===== src/rtl/hv_ctrl_pkg.sv =====
`default_nettype none
// ============================================================================
// Module   : hv_ctrl_pkg
// Purpose  : Shared definitions for the HV pulser supervisory controller:
//            state encodings, fault_code bit indices, default timing values
//            and a helper that says which states drive the HV supply.
// Revision : 1.0 - initial release
// ============================================================================
package hv_ctrl_pkg;

  // Sequencer state encodings (3-bit, visible on state_dbg)
  localparam logic [2:0] ST_OFF   = 3'd0;
  localparam logic [2:0] ST_ARM   = 3'd1;
  localparam logic [2:0] ST_READY = 3'd2;
  localparam logic [2:0] ST_FIRE  = 3'd3;
  localparam logic [2:0] ST_GAP   = 3'd4;
  localparam logic [2:0] ST_FAULT = 3'd5;
  localparam logic [2:0] ST_LOCK  = 3'd6;

  // fault_code bit positions
  localparam int FC_PROT = 0;
  localparam int FC_SENS = 1;
  localparam int FC_LOCK = 2;

  // Default timing (cycles)
  localparam logic [23:0] ARM_CYC_DEF      = 24'd500000;
  localparam logic [23:0] GAP_CYC_DEF      = 24'd5000;
  localparam logic [23:0] COOLDOWN_CYC_DEF = 24'd10000000;
  localparam logic [3:0]  MAX_RETRY_DEF    = 4'd3;

  // HV supply is on only while charging, waiting, firing or in the gap
  function automatic logic st_hv_on(input logic [2:0] st);
    return (st == ST_ARM) || (st == ST_READY) || (st == ST_FIRE) || (st == ST_GAP);
  endfunction

endpackage
`default_nettype wire


===== src/rtl/hv_cycle_timer.sv =====
`default_nettype none
// ============================================================================
// Module   : hv_cycle_timer
// Purpose  : Clear/enable cycle counter with a loadable terminal value.
//            tc_o is high while the count equals term_i; the count then
//            saturates there instead of wrapping.
// Ports    : clk, reset_n   - clock, async active-low reset
//            clr_i          - synchronous clear (priority over en_i)
//            en_i           - count enable
//            term_i[CNT_W]  - terminal value
//            tc_o           - terminal count reached
// Revision : 1.0 - initial release
// ============================================================================
module hv_cycle_timer #(
  parameter int CNT_W = 24
) (
  input  logic             clk,
  input  logic             reset_n,
  input  logic             clr_i,
  input  logic             en_i,
  input  logic [CNT_W-1:0] term_i,
  output logic             tc_o
);

  logic [CNT_W-1:0] cnt_q, cnt_d;

  always_comb begin
    cnt_d = cnt_q;
    if (clr_i)
      cnt_d = '0;
    else if (en_i && (cnt_q != term_i))
      cnt_d = cnt_q + CNT_W'(1);
  end

  always_ff @(posedge clk or negedge reset_n) begin
    if (!reset_n)
      cnt_q <= '0;
    else
      cnt_q <= cnt_d;
  end

  assign tc_o = (cnt_q == term_i);

endmodule
`default_nettype wire


===== src/rtl/hv_fault_sequencer.sv =====
`default_nettype none
// ============================================================================
// Module   : hv_fault_sequencer
// Purpose  : Supervisory controller for the HV pulser. Sequences HV enable
//            through OFF/ARM/READY/FIRE/GAP, diverts to FAULT on a protect or
//            sensor fault, retries a bounded number of times and then locks
//            out until the host clears it.
// Ports    : clk, reset_n     - clock, async active-low reset
//            protect_en       - 1 = protection fault present
//            sensor_ok_en     - 1 = sensor connected
//            fire_req         - acquisition fire request
//            clear_fault      - host clear pulse
//            hv_enable        - HV supply enable (registered)
//            fire_gnt         - one-cycle fire grant (registered)
//            fault_latched    - sticky fault flag
//            fault_code[2:0]  - {lockout, sensor missing, protect}
//            retry_cnt[3:0]   - automatic retries consumed
//            state_dbg[2:0]   - current state encoding
// Build    : define FIRE_PEND_EN to keep a one-deep pending fire request
//            captured during FIRE/GAP and serviced at GAP expiry.
// Revision : 1.0 - initial release
// ============================================================================
module hv_fault_sequencer
  import hv_ctrl_pkg::*;
#(
  parameter int               CNT_W        = 24,
  parameter logic [CNT_W-1:0] ARM_CYC      = CNT_W'(ARM_CYC_DEF),
  parameter logic [CNT_W-1:0] GAP_CYC      = CNT_W'(GAP_CYC_DEF),
  parameter logic [CNT_W-1:0] COOLDOWN_CYC = CNT_W'(COOLDOWN_CYC_DEF),
  parameter logic [3:0]       MAX_RETRY    = MAX_RETRY_DEF
) (
  input  logic       clk,
  input  logic       reset_n,
  input  logic       protect_en,
  input  logic       sensor_ok_en,
  input  logic       fire_req,
  input  logic       clear_fault,
  output logic       hv_enable,
  output logic       fire_gnt,
  output logic       fault_latched,
  output logic [2:0] fault_code,
  output logic [3:0] retry_cnt,
  output logic [2:0] state_dbg
);

  localparam logic [CNT_W-1:0] c_ARM_TERM  = ARM_CYC - CNT_W'(1);
  localparam logic [CNT_W-1:0] c_GAP_TERM  = GAP_CYC - CNT_W'(1);
  localparam logic [CNT_W-1:0] c_COOL_TERM = COOLDOWN_CYC - CNT_W'(1);

  logic [2:0]       state_q, state_d;
  logic             hv_en_q, hv_en_d;
  logic             gnt_q, gnt_d;
  logic             latched_q, latched_d;
  logic [2:0]       code_q, code_d;
  logic [3:0]       retry_q, retry_d;

  logic             w_flt, w_flt_hit, w_tc, w_clr, w_en;
  logic [CNT_W-1:0] w_term;

  assign w_flt     = protect_en | ~sensor_ok_en;
  // Fault is only acted upon while HV is (or is about to be) energised
  assign w_flt_hit = w_flt & st_hv_on(state_q);

  // Shared timer: restarts on every state change, counts in timed states
  assign w_clr = (state_d != state_q);
  assign w_en  = (state_q == ST_ARM) || (state_q == ST_GAP) || (state_q == ST_FAULT);

  always_comb begin
    case (state_q)
      ST_ARM:  w_term = c_ARM_TERM;
      ST_GAP:  w_term = c_GAP_TERM;
      default: w_term = c_COOL_TERM;
    endcase
  end

  hv_cycle_timer #(.CNT_W(CNT_W)) u_timer (
    .clk     (clk),
    .reset_n (reset_n),
    .clr_i   (w_clr),
    .en_i    (w_en),
    .term_i  (w_term),
    .tc_o    (w_tc)
  );

`ifdef FIRE_PEND_EN
  logic pend_q, pend_d, w_pend_hit;

  // A request arriving in the expiry cycle itself is also honoured
  assign w_pend_hit = pend_q | fire_req;

  always_comb begin
    pend_d = pend_q;
    if ((state_d == ST_FAULT) || (state_d == ST_FIRE))
      pend_d = 1'b0;
    else if (((state_q == ST_FIRE) || (state_q == ST_GAP)) && fire_req)
      pend_d = 1'b1;
  end

  always_ff @(posedge clk or negedge reset_n) begin
    if (!reset_n)
      pend_q <= 1'b0;
    else
      pend_q <= pend_d;
  end
`endif

  // State register and registered outputs
  always_ff @(posedge clk or negedge reset_n) begin
    if (!reset_n) begin
      state_q   <= ST_OFF;
      hv_en_q   <= 1'b0;
      gnt_q     <= 1'b0;
      latched_q <= 1'b0;
      code_q    <= 3'b000;
      retry_q   <= 4'd0;
    end else begin
      state_q   <= state_d;
      hv_en_q   <= hv_en_d;
      gnt_q     <= gnt_d;
      latched_q <= latched_d;
      code_q    <= code_d;
      retry_q   <= retry_d;
    end
  end

  // Next-state logic; fault entry outranks every other transition
  always_comb begin
    state_d = state_q;
    case (state_q)
      ST_OFF:   if (!protect_en && sensor_ok_en) state_d = ST_ARM;
      ST_ARM:   if (w_flt) state_d = ST_FAULT;
                else if (w_tc) state_d = ST_READY;
      ST_READY: if (w_flt) state_d = ST_FAULT;
                else if (fire_req) state_d = ST_FIRE;
      ST_FIRE:  if (w_flt) state_d = ST_FAULT;
                else state_d = ST_GAP;
      ST_GAP: begin
        if (w_flt) state_d = ST_FAULT;
        else if (w_tc) begin
`ifdef FIRE_PEND_EN
          state_d = w_pend_hit ? ST_FIRE : ST_READY;
`else
          state_d = ST_READY;
`endif
        end
      end
      ST_FAULT: begin
        if (clear_fault) state_d = ST_OFF;
        else if (w_tc) state_d = (retry_q < MAX_RETRY) ? ST_OFF : ST_LOCK;
      end
      ST_LOCK:  if (clear_fault) state_d = ST_OFF;
      default:  state_d = ST_OFF;
    endcase
  end

  // Output / status next values, derived from the chosen next state
  always_comb begin
    hv_en_d   = st_hv_on(state_d);
    gnt_d     = (state_d == ST_FIRE);
    latched_d = latched_q;
    code_d    = code_q;
    retry_d   = retry_q;

    if (clear_fault) begin
      latched_d = 1'b0;
      code_d    = 3'b000;
      if ((state_q == ST_FAULT) || (state_q == ST_LOCK))
        retry_d = 4'd0;
    end

    // A new fault in the same cycle as a clear is still recorded
    if (w_flt_hit) begin
      latched_d       = 1'b1;
      code_d[FC_PROT] = code_d[FC_PROT] | protect_en;
      code_d[FC_SENS] = code_d[FC_SENS] | ~sensor_ok_en;
    end

    if ((state_q == ST_FAULT) && !clear_fault && w_tc) begin
      if (retry_q < MAX_RETRY)
        retry_d = retry_q + 4'd1;
      else
        code_d[FC_LOCK] = 1'b1;
    end

    // A delivered grant proves the hardware healthy again
    if (state_q == ST_FIRE)
      retry_d = 4'd0;
  end

  assign hv_enable     = hv_en_q;
  assign fire_gnt      = gnt_q;
  assign fault_latched = latched_q;
  assign fault_code    = code_q;
  assign retry_cnt     = retry_q;
  assign state_dbg     = state_q;

endmodule
`default_nettype wire

===== config.mk =====
export PLATFORM = sky130hd
export DESIGN_NAME = hv_fault_sequencer
export DESIGN_NICKNAME = d
export VERILOG_FILES = /design/src/rtl/hv_ctrl_pkg.sv /design/src/rtl/hv_cycle_timer.sv /design/src/rtl/hv_fault_sequencer.sv
export SDC_FILE = /design/constraint.sdc
export NUM_CORES = 1
export LEC_CHECK = 0
export CORE_ASPECT_RATIO = 0.9
export CORE_MARGIN = 8
export CORE_UTILIZATION = 46
export DETAILED_ROUTE_END_ITERATION = 10
export GPL_TIMING_DRIVEN = 0
export PLACE_DENSITY = 0.77
export RECOVER_POWER = 50
export SLEW_MARGIN = 25
export SYNTH_ARGS = -nofsm -noshare
export SYNTH_HDL_FRONTEND = slang
export SYNTH_SLANG_ARGS = --single-unit

===== constraint.sdc =====
create_clock -name clk -period 3.01 [get_ports clk]
set_clock_uncertainty 0.2 [all_clocks]
set_input_delay 0.602 -clock clk [delete_from_list [all_inputs] [get_ports clk]]
set_output_delay 0.602 -clock clk [all_outputs]
set_load 0.03 [all_outputs]

**After elaboration in Yosys (flattened, before gate mapping)**

Cells that the tools add are included.

- Input bits: 6
- Logic and storage cells: 72
- Output and inout bits: 13
- Bits in registers: 37

- Bitwise logic cells: 5
- $lt $le $gt $ge: 1
- Equal/unequal tests: 13
- Mux-type cells: 25
- Reductions and logical operators: 19
- $add $sub $neg: 2

Operator list:

| operator | count |
|---|---|
| 2-to-1 mux 24 bit | 2 |
| one-hot mux 24 bit (2 select lines) | 1 |
| 2-to-1 mux 3 bit | 10 |
| adder 24 x 1 -> 24 bit, second input constant | 1 |
| equality test 24 bit | 1 |
| != test 24 bit | 1 |
| 2-to-1 mux 4 bit | 5 |
| one-hot mux 3 bit (6 select lines) | 1 |
| equality test 3 x 2 -> 1 bit, second input constant | 4 |
| equality test 3 bit, second input constant | 4 |
| logical OR 1 bit | 9 |
| equality test 3 x 1 -> 1 bit, second input constant | 2 |
| 2-to-1 mux 1 bit | 5 |
| adder 4 x 1 -> 4 bit, second input constant | 1 |
| logical AND 1 bit | 4 |
| < comparator 4 x 2 -> 1 bit, second input constant | 1 |
| nonzero test 2 bit | 2 |
| zero test 3 bit | 1 |
| != test 3 bit | 1 |
| OR 1 bit | 3 |
| zero test 1 bit | 2 |
| 2-to-1 mux 2 bit | 1 |
| OR reduction 2 bit | 1 |
| AND 1 bit | 1 |
| inverter 1 bit | 1 |

**Logic depth before layout (Yosys ltp)**

Gate-level depths: netlist of run 1.

- Word-level depth: 10
- Mapped depth: 10
- Depth with buffers taken out: 7

**By module**

A second synthesis of run 1 with hierarchy kept.

- Cell total of the unflattened synthesis: 263
- Area, all modules: 2423.6 sq um

By module, submodules not included:

| module | area an instance (sq um) | seq. area each (sq um) | cells each | times used |
|---|---|---|---|---|
| hv_cycle_timer | 1640.3 | 600.6 | 174 | 1 |
| hv_fault_sequencer | 783.3 | 325.3 | 89 | 1 |

**Worst setup path before layout of run 1**

Ideal clock, no wire load.

- Path type: reg2reg
- From: register state_q[2] (netlist: state_dbg[2])
- To: register u_timer.cnt_q[2]
- Library setup time: 0.078 ns
- Data arrival time: 2.329 ns
- Stages on the path, launching flop included: 10
- Slack: 0.403 ns
- Cells stage by stage: dfrtp_1 -> buf_6 -> nor3b_4 -> nor3_1 -> o32a_1 -> and3_1 -> buf_6 -> buf_6 -> or4_1 -> a21oi_1

- Cells in the longest elaborated chain, start to end: 8
- Elaborated cells on any way between the ends: 26
- Those cells by class: 9 x eq/ne; 11 x mux; 6 x reduce/logical

RTL lines:

| element | RTL line | text |
|---|---|---|
| start: declaration | hv_fault_sequencer.sv:50 | `logic [2:0] state_q, state_d;` |
| start signal: assignment | hv_fault_sequencer.sv:117 | `state_q <= state_d;` |
| equality test 3 bit / equality test 3 x 1 -> 1 bit (equally long branches) | hv_fault_sequencer.sv:66, hv_fault_sequencer.sv:69, hv_fault_sequencer.sv:129 |  |
| one-hot mux 24 bit (2 select lines) | hv_fault_sequencer.sv:69 | `case (state_q)` |
| equality test 24 bit | hv_cycle_timer.sv:42 | `assign tc_o = (cnt_q == term_i);` |
| 2-to-1 mux 3 bit, on equally long branches | hv_fault_sequencer.sv:149, hv_fault_sequencer.sv:132, hv_fault_sequencer.sv:139 |  |
| 2-to-1 mux 3 bit, on equally long branches | hv_fault_sequencer.sv:148, hv_fault_sequencer.sv:138 |  |
| one-hot mux 3 bit (6 select lines) | hv_fault_sequencer.sv:129 | `case (state_q)` |
| != test 3 bit | hv_fault_sequencer.sv:65 | `assign w_clr = (state_d != state_q);` |
| 2-to-1 mux 24 bit / nonzero test 2 bit (equally long branches) | -- |  |
| end signal: assignment | hv_cycle_timer.sv:39 | `cnt_q <= cnt_d;` |
| end: declaration | hv_cycle_timer.sv:25 | `logic [CNT_W-1:0] cnt_q, cnt_d;` |

Several ways; a longest one is shown, not always the timed one.
A chain may end at the register's enable or synchronous reset.

**Worst setup path in the final report of run 1**

- From: input port protect_en
- To: register u_timer.cnt_q[18]

- Cells in the longest elaborated chain, start to end: 6
- Elaborated cells on any way between the ends: 11
- Those cells by class: 1 x eq/ne; 6 x mux; 1 x bitwise; 3 x reduce/logical

RTL lines:

| element | RTL line | text |
|---|---|---|
| start: declaration | hv_fault_sequencer.sv:34 | `input logic protect_en,` |
| zero test 1 bit | hv_fault_sequencer.sv:130 | `ST_OFF: if (!protect_en && sensor_ok_en) state_d = ST_ARM;` |
| logical AND 1 bit | hv_fault_sequencer.sv:130 |  |
| 2-to-1 mux 3 bit | hv_fault_sequencer.sv:130 |  |
| one-hot mux 3 bit (6 select lines) * | hv_fault_sequencer.sv:129 |  |
| != test 3 bit * | hv_fault_sequencer.sv:65 |  |
| 2-to-1 mux 24 bit / nonzero test 2 bit (equally long branches) | -- |  |

Every way passes the cells marked *; elsewhere a longest branch is shown, timed or not.

==> results of run 1 <==
-- cells in the mapped netlist (4+ instances only) --
library cell / n / area [um^2]
dfrtp_1: 37 / 926
nor2_1: 35 / 131
nand2_1: 19 / 71.3
a21oi_1: 17 / 85.1
inv_1: 13 / 48.8
xnor2_1: 13 / 114
nand3_1: 11 / 55.1
o21ai_0: 10 / 50.1
clkbuf_1: 7 / 26.3
nand2b_1: 7 / 43.8
nor3_1: 7 / 35.0
o31ai_1: 7 / 52.6
or4_1: 7 / 52.6
and3_1: 5 / 31.3
nand4_1: 5 / 31.3
nor4_1: 5 / 31.3
and2_1: 4 / 25.0
buf_6: 4 / 45.0
mux2i_1: 4 / 40.0
-- flip-flops by register name, indices dropped and copies added (netlist names) --
register / count
fault_code: 3
fault_latched: 1
fire_gnt: 1
hv_enable: 1
retry_cnt: 4
state_dbg: 3
u_timer.cnt_q: 24
-- cell families (layout without fill, tap and decap cells) --
logic type / Yosys count / count (layout)
flip-flops: 37 / 37
buffers and inverters: 27 / 53
AND/OR/NAND/NOR: 116 / 116
AO/OA/AOI/OAI: 58 / 58
XOR/XNOR: 16 / 16
multiplexers: 4 / 4
adder cells (fa/ha/maj): 4 / 4
-- worst max-delay path by stage --
| stage | start | end | slack (ns) | cells after the start |
|---|---|---|---|---|
| finish | protect_en | u_timer.cnt_q[18] | 0.21 | 9 |
| global route | protect_en | u_timer.cnt_q[10] | 0.04 | 9 |
| CTS | protect_en | u_timer.cnt_q[18] | 0.08 | 9 |
| detailed placement | protect_en | u_timer.cnt_q[18] | -0.27 | 9 |
| global placement | protect_en | u_timer.cnt_q[18] | -0.22 | 9 |
| floorplan | state_dbg[2] | u_timer.cnt_q[2] | 0.40 | 9 |
-- metrics by stage --
step	hold WS (ns)	setup TNS (ns)
6_report	0.239	0
5_1_grt	0.318	0
3_3_place_gp	0.300	-3.77
4_1_cts	0.0665	0
3_5_place_dp	0.308	-4.81
2_1_floorplan	0.106	0
-- worst max-delay path, delay by kind of cell --
kind	cells	cell delay (ns)
compound gates	3	0.71
buf+inv	3	1.14
simple gates	3	0.33
-- cell type report --
cell class,count,area share
multi-input cells,198,0.464
flip-flops and latches,37,0.352
repair buffers,19,0.0676
plain buffers,14,0.0333
clock buffers,7,0.0329
well taps,65,0.0310
inverters,13,0.0186
-- metal layers --
layer,part of all wire,GRT usage
met4,0.016,0.0630
met3,0.060,0.0334
met5,0,0
met2,0.48,0.240
met1,0.44,0.179
-- power by group --
part | total (uW) | switching, uW | internal (uW)
clock | 355 | 174 | 182
sequential | 581 | 29.9 | 551
combinational | 814 | 513 | 300
total | 1750 | 717 | 1030
==> flow_summary.json, run 1 <==
{
  "status": "finished clean",
  "antenna_cells": 0,
  "io_pins": 19,
  "regArea_um2": 926,
  "clk_path_buf_depth": 2,
  "viasPerCell": 5.84,
  "die_y_um": 82.7,
  "grt_pass1_vias": 1911,
  "synth_cell_types": 47,
  "initial_core_util": 0.473,
  "place_area_mm2": 0.00256,
  "syn_area_mm2": 0.00227,
  "mostFrequentLayoutCells": "37 x dfrtp_1, 35 x nor2_1, 19 x nand2_1, 17 x a21oi_1, 14 x clkdlybuf4s50_1",
  "dp_hpwl_mm": 3.90,
  "p_leak_uw": 0.00103,
  "synthAdderAreaFrac": 0.0198,
  "hold_class": "in -> async",
  "rrSetupSlack_ns": 0.26,
  "postCtsHoldBufs": 0,
  "r2r_cells": 10,
  "ant_nets": 0,
  "fp.dieW_um": 90.1,
  "ir_drop_v": 0.000304,
  "avgRoutedWirePerCell_um": 15.0,
  "synthXorXnorAreaFrac": 0.0616,
  "gp_congestion": 0.908,
  "grt_pass1_wl_mm": 8.80,
  "crit_chain": "clkdlybuf4s50_1 -> nand2b_1 -> clkbuf_1 -> nor2_1 -> a22oi_1 -> a21oi_1 -> o21ai_1 -> clkbuf_2 -> nor2_1",
  "r2r_end": "u_timer.cnt_q[1]",
  "post-cts-setup-buffer-count": 0,
  "synthToLayoutAreaGrowth_pct": 15.5,
  "multi_input_area_mm2": 0.00122,
  "synthMuxAreaShare": 0.0176,
  "ctsResizeCount": 0,
  "ys_warn_count": 0,
  "max_freq_ghz": 0.357,
  "slew_headroom": 0.293,
  "clkTransAtPathRegs_ns": 0.07,
  "dp.cells": 346,
  "ys_seq_elements": 37,
  "dpl_worst_slack_ns": -0.274,
  "grt_antenna_before_repair": 0,
  "drv_slew": 0,
  "drive_gt1_frac": 0.0694,
  "end_kind": "register",
  "synth_top_family_by_area": "simple AND/OR/NAND/NOR gates",
  "tightest_slew_ns": 1.06,
  "hold_viol_final": 0,
  "dr.pass1.iters": 4,
  "cts.htree.levels": 2,
  "rsz0062_at_grt": "no",
  "cp.arrival_ns": 2.78,
  "power_density_mw_per_mm2": 666,
  "num_rows": 24,
  "finalNonFillerCells": 353,
  "maxCapViolCount": 0,
  "vias": 2063,
  "finalSetupViolCount": 0,
  "synth-simple-area-share": 0.268,
  "cpMostUsedCell": "nor2_1",
  "path_max_fanout": 10,
  "overflow": 0,
  "grt_max_degree": 21,
  "fin_util": 0.547,
  "port_buffers": 18,
  "final_common_cell": "dfrtp_1",
  "track_usage": 0.144,
  "ys_seq_area_frac": 0.407,
  "period_share": 0.932,
  "coreArea_mm2": 0.00480,
  "synth_flop_cell": "dfrtp_1",
  "worst_setup_path_start_kind": "input port",
  "critPathSlowestCell": "clkdlybuf4s50_1",
  "drc": 0,
  "clock-sinks": 37,
  "fillers": 448,
  "cts_tree": "built",
  "clock_latency_ns": 0.29,
  "synth_edf_count": 0,
  "critical_path.max_stage_delay_ns": 0.46,
  "initialDrtViolationCount": 150,
  "crit_type": "in -> reg",
  "syn_area_per_cell_um2": 8.68,
  "cp.required_ns": 2.99,
  "finalWorstSetupSlack_ns": 0.206,
  "ys_async_sr_fraction": 1.00,
  "synth_compound_area_frac": 0.167,
  "r2r-start": "state_dbg[0]",
  "cts_buffers": 5,
  "syn_inst": 262,
  "power_uw": 1750,
  "min_period_ns": 2.80,
  "nets": 296,
  "synth_nets": 270,
  "cts-root-buf": "clkbuf_8",
  "dieArea_mm2": 0.00745,
  "routed_wl_mm": 5.29,
  "final_cell_area_mm2": 0.00263
}
Power figures use the tool's default switching activity.
==> run 2, diff against run 1 <==
--- a/config.mk
+++ b/config.mk
@@ -5,12 +5,14 @@
 export SDC_FILE = /design/constraint.sdc
 export NUM_CORES = 1
 export LEC_CHECK = 0
+export CELL_PAD_IN_SITES_DETAIL_PLACEMENT = 0
+export CELL_PAD_IN_SITES_GLOBAL_PLACEMENT = 1
 export CORE_ASPECT_RATIO = 0.9
 export CORE_MARGIN = 8
-export CORE_UTILIZATION = 46
+export CORE_UTILIZATION = 44
 export DETAILED_ROUTE_END_ITERATION = 10
 export GPL_TIMING_DRIVEN = 0
-export PLACE_DENSITY = 0.77
+export PLACE_DENSITY = 0.9
 export RECOVER_POWER = 50
 export SLEW_MARGIN = 25
 export SYNTH_ARGS = -nofsm -noshare
==> flow_summary.json, run 2 (same netlist as run 1, synthesis figures left out) <==
{
  "status": "finished clean",
  "ant_nets": 0,
  "drc": 0,
  "cp.required_ns": 2.99,
  "clock-sinks": 37,
  "gp_congestion": 0.834,
  "initialDrtViolationCount": 194,
  "max_freq_ghz": 0.357,
  "cts-root-buf": "clkbuf_8",
  "maxCapViolCount": 0,
  "ir_drop_v": 0.000366,
  "drive_gt1_frac": 0.0761,
  "power_density_mw_per_mm2": 666,
  "final_common_cell": "dfrtp_1",
  "cts_buffers": 5,
  "dieArea_mm2": 0.00773,
  "period_share": 0.932,
  "tightest_slew_ns": 1.26,
  "fp.dieW_um": 91.8,
  "largest_reg_flops": 24,
  "grt_antenna_before_repair": 0,
  "synthToLayoutAreaGrowth_pct": 15.6,
  "nets": 296,
  "grt_max_degree": 22,
  "largest-register": "u_timer.cnt_q",
  "antenna_cells": 0,
  "clk_path_buf_depth": 2,
  "tns_ns": 0,
  "num_rows": 25,
  "cts.htree.levels": 2,
  "clock_latency_ns": 0.30,
  "drv_slew": 0,
  "crit_type": "in -> reg",
  "mostFrequentLayoutCells": "37 x dfrtp_1, 35 x nor2_1, 19 x nand2_1, 17 x a21oi_1",
  "port_buffers": 18,
  "coreArea_mm2": 0.00513,
  "cts_tree": "built",
  "grt_pass1_wl_mm": 9.52,
  "avgRoutedWirePerCell_um": 15.7,
  "hold_class": "in -> async",
  "dr.pass1.iters": 4,
  "overflow": 0,
  "worst_setup_path_start_kind": "input port",
  "vias": 2022,
  "p_leak_uw": 0.00103,
  "dp_hpwl_mm": 4.05,
  "finalSetupViolCount": 0,
  "cp.arrival_ns": 2.78,
  "clkTransAtPathRegs_ns": 0.08,
  "routed_wl_mm": 5.57,
  "die_y_um": 84.2,
  "path_max_fanout": 10,
  "track_usage": 0.150,
  "fin_util": 0.513,
  "io_pins": 19,
  "slew_headroom": 0.163,
  "grt_pass1_vias": 1946,
  "initial_core_util": 0.443,
  "hold_viol_final": 0,
  "viasPerCell": 5.68,
  "power_uw": 1750,
  "min_period_ns": 2.80,
  "end_kind": "register"
}
[run 2: cell types whose count changed in the layout (fill, tap and decap cells not counted), sizes merged]
cell           before  now
clkbuf             17   15
clkinv              0    2
clkdlybuf4s50      14   13
clkinvlp            0    1
dlygate4sd3         3    4
[run 2: worst paths after layout]
| check | slack (ns) | start | to | cells past startpoint |
|---|---|---|---|---|
| setup / recovery | 0.21 | protect_en | u_timer.cnt_q[10] | 9 |
| hold / removal | 0.20 | reset_n | u_timer.cnt_q[22] | 1 |
| setup reg to reg | 0.21 | state_dbg[0] | u_timer.cnt_q[10] | 8 |
| hold reg to reg | 0.32 | retry_cnt[3] | retry_cnt[3] | 1 |
| max in group asynchronous | 0.77 | reset_n | fault_code[1] | 2 |
| min in group clk | 0.32 | retry_cnt[3] | retry_cnt[3] | 1 |
[run 2: area by class of cell]
cell class,count,area (um^2)
fill,490,2500
multi-input combinational,198,1220
sequential,37,926
timing repair buffer,19,178
buffer,14,87.6
tap,67,83.8
clock buffer,5,68.8
inverter,13,48.8
clock inverter,3,17.5
[run 2: through the flow]
stage,area (um^2),hold WS (ns),cells,setup WS (ns)
3_3_place_gp,2540,0.301,347,-0.272
4_1_cts,2650,0.0472,356,0.0175
6_report,2630,0.198,356,0.205
5_1_grt,2630,0.291,356,-0.00147
3_5_place_dp,2560,0.302,348,-0.265
2_1_floorplan,2270,0.106,262,0.403
[run 2: worst max-delay path: stages]
cell and delay, ns:
clkdlybuf4s50_1 0.47, nand2b_1 0.10, clkbuf_1 0.34, maj3_1 0.28, o21ba_2 0.13, a31oi_1 0.04
o21ai_1 0.41, clkbuf_2 0.34, a21oi_1 0.08
[run 2: what timing repair did]
| item | 4_1_cts | 5_1_grt |
|---|---|---|
| endpoints found under the setup margin | 0 | 22 |
| hold buffers | 0 | 0 |
| resized for setup | 0 | 5 |
| buffers inserted | 0 | 0 |
[run 2: layer usage]
layer / share of wire / vias up / routed length, um / global-route usage
li1: - / 993 / - / -
met1: 0.47 / 983 / 2600 / 0.200
met2: 0.48 / 39 / 2670 / 0.232
met3: 0.041 / 7 / 226 / 0.0321
met4: 0.015 / 0 / 84 / 0.0526
met5: 0 / - / 0 / 0
[run 2: power breakdown]
group	total [uW]	switching, uW	internal [uW]	leakage [uW]
clock network	356	196	160	0.0000439
registers	580	29.4	551	0.000501
logic	814	516	298	0.000485
==> run 3, diff against run 2 <==
--- a/config.mk
+++ b/config.mk
@@ -10,6 +10,7 @@
 export CORE_ASPECT_RATIO = 0.9
 export CORE_MARGIN = 8
 export CORE_UTILIZATION = 44
+export CTS_BUF_LIST = sky130_fd_sc_hd__clkbuf_4 sky130_fd_sc_hd__clkbuf_8 sky130_fd_sc_hd__clkbuf_16
 export DETAILED_ROUTE_END_ITERATION = 10
 export GPL_TIMING_DRIVEN = 0
 export PLACE_DENSITY = 0.9
==> results of run 3 <==
Final layout, timing and power as in run 2 (identical DEF).
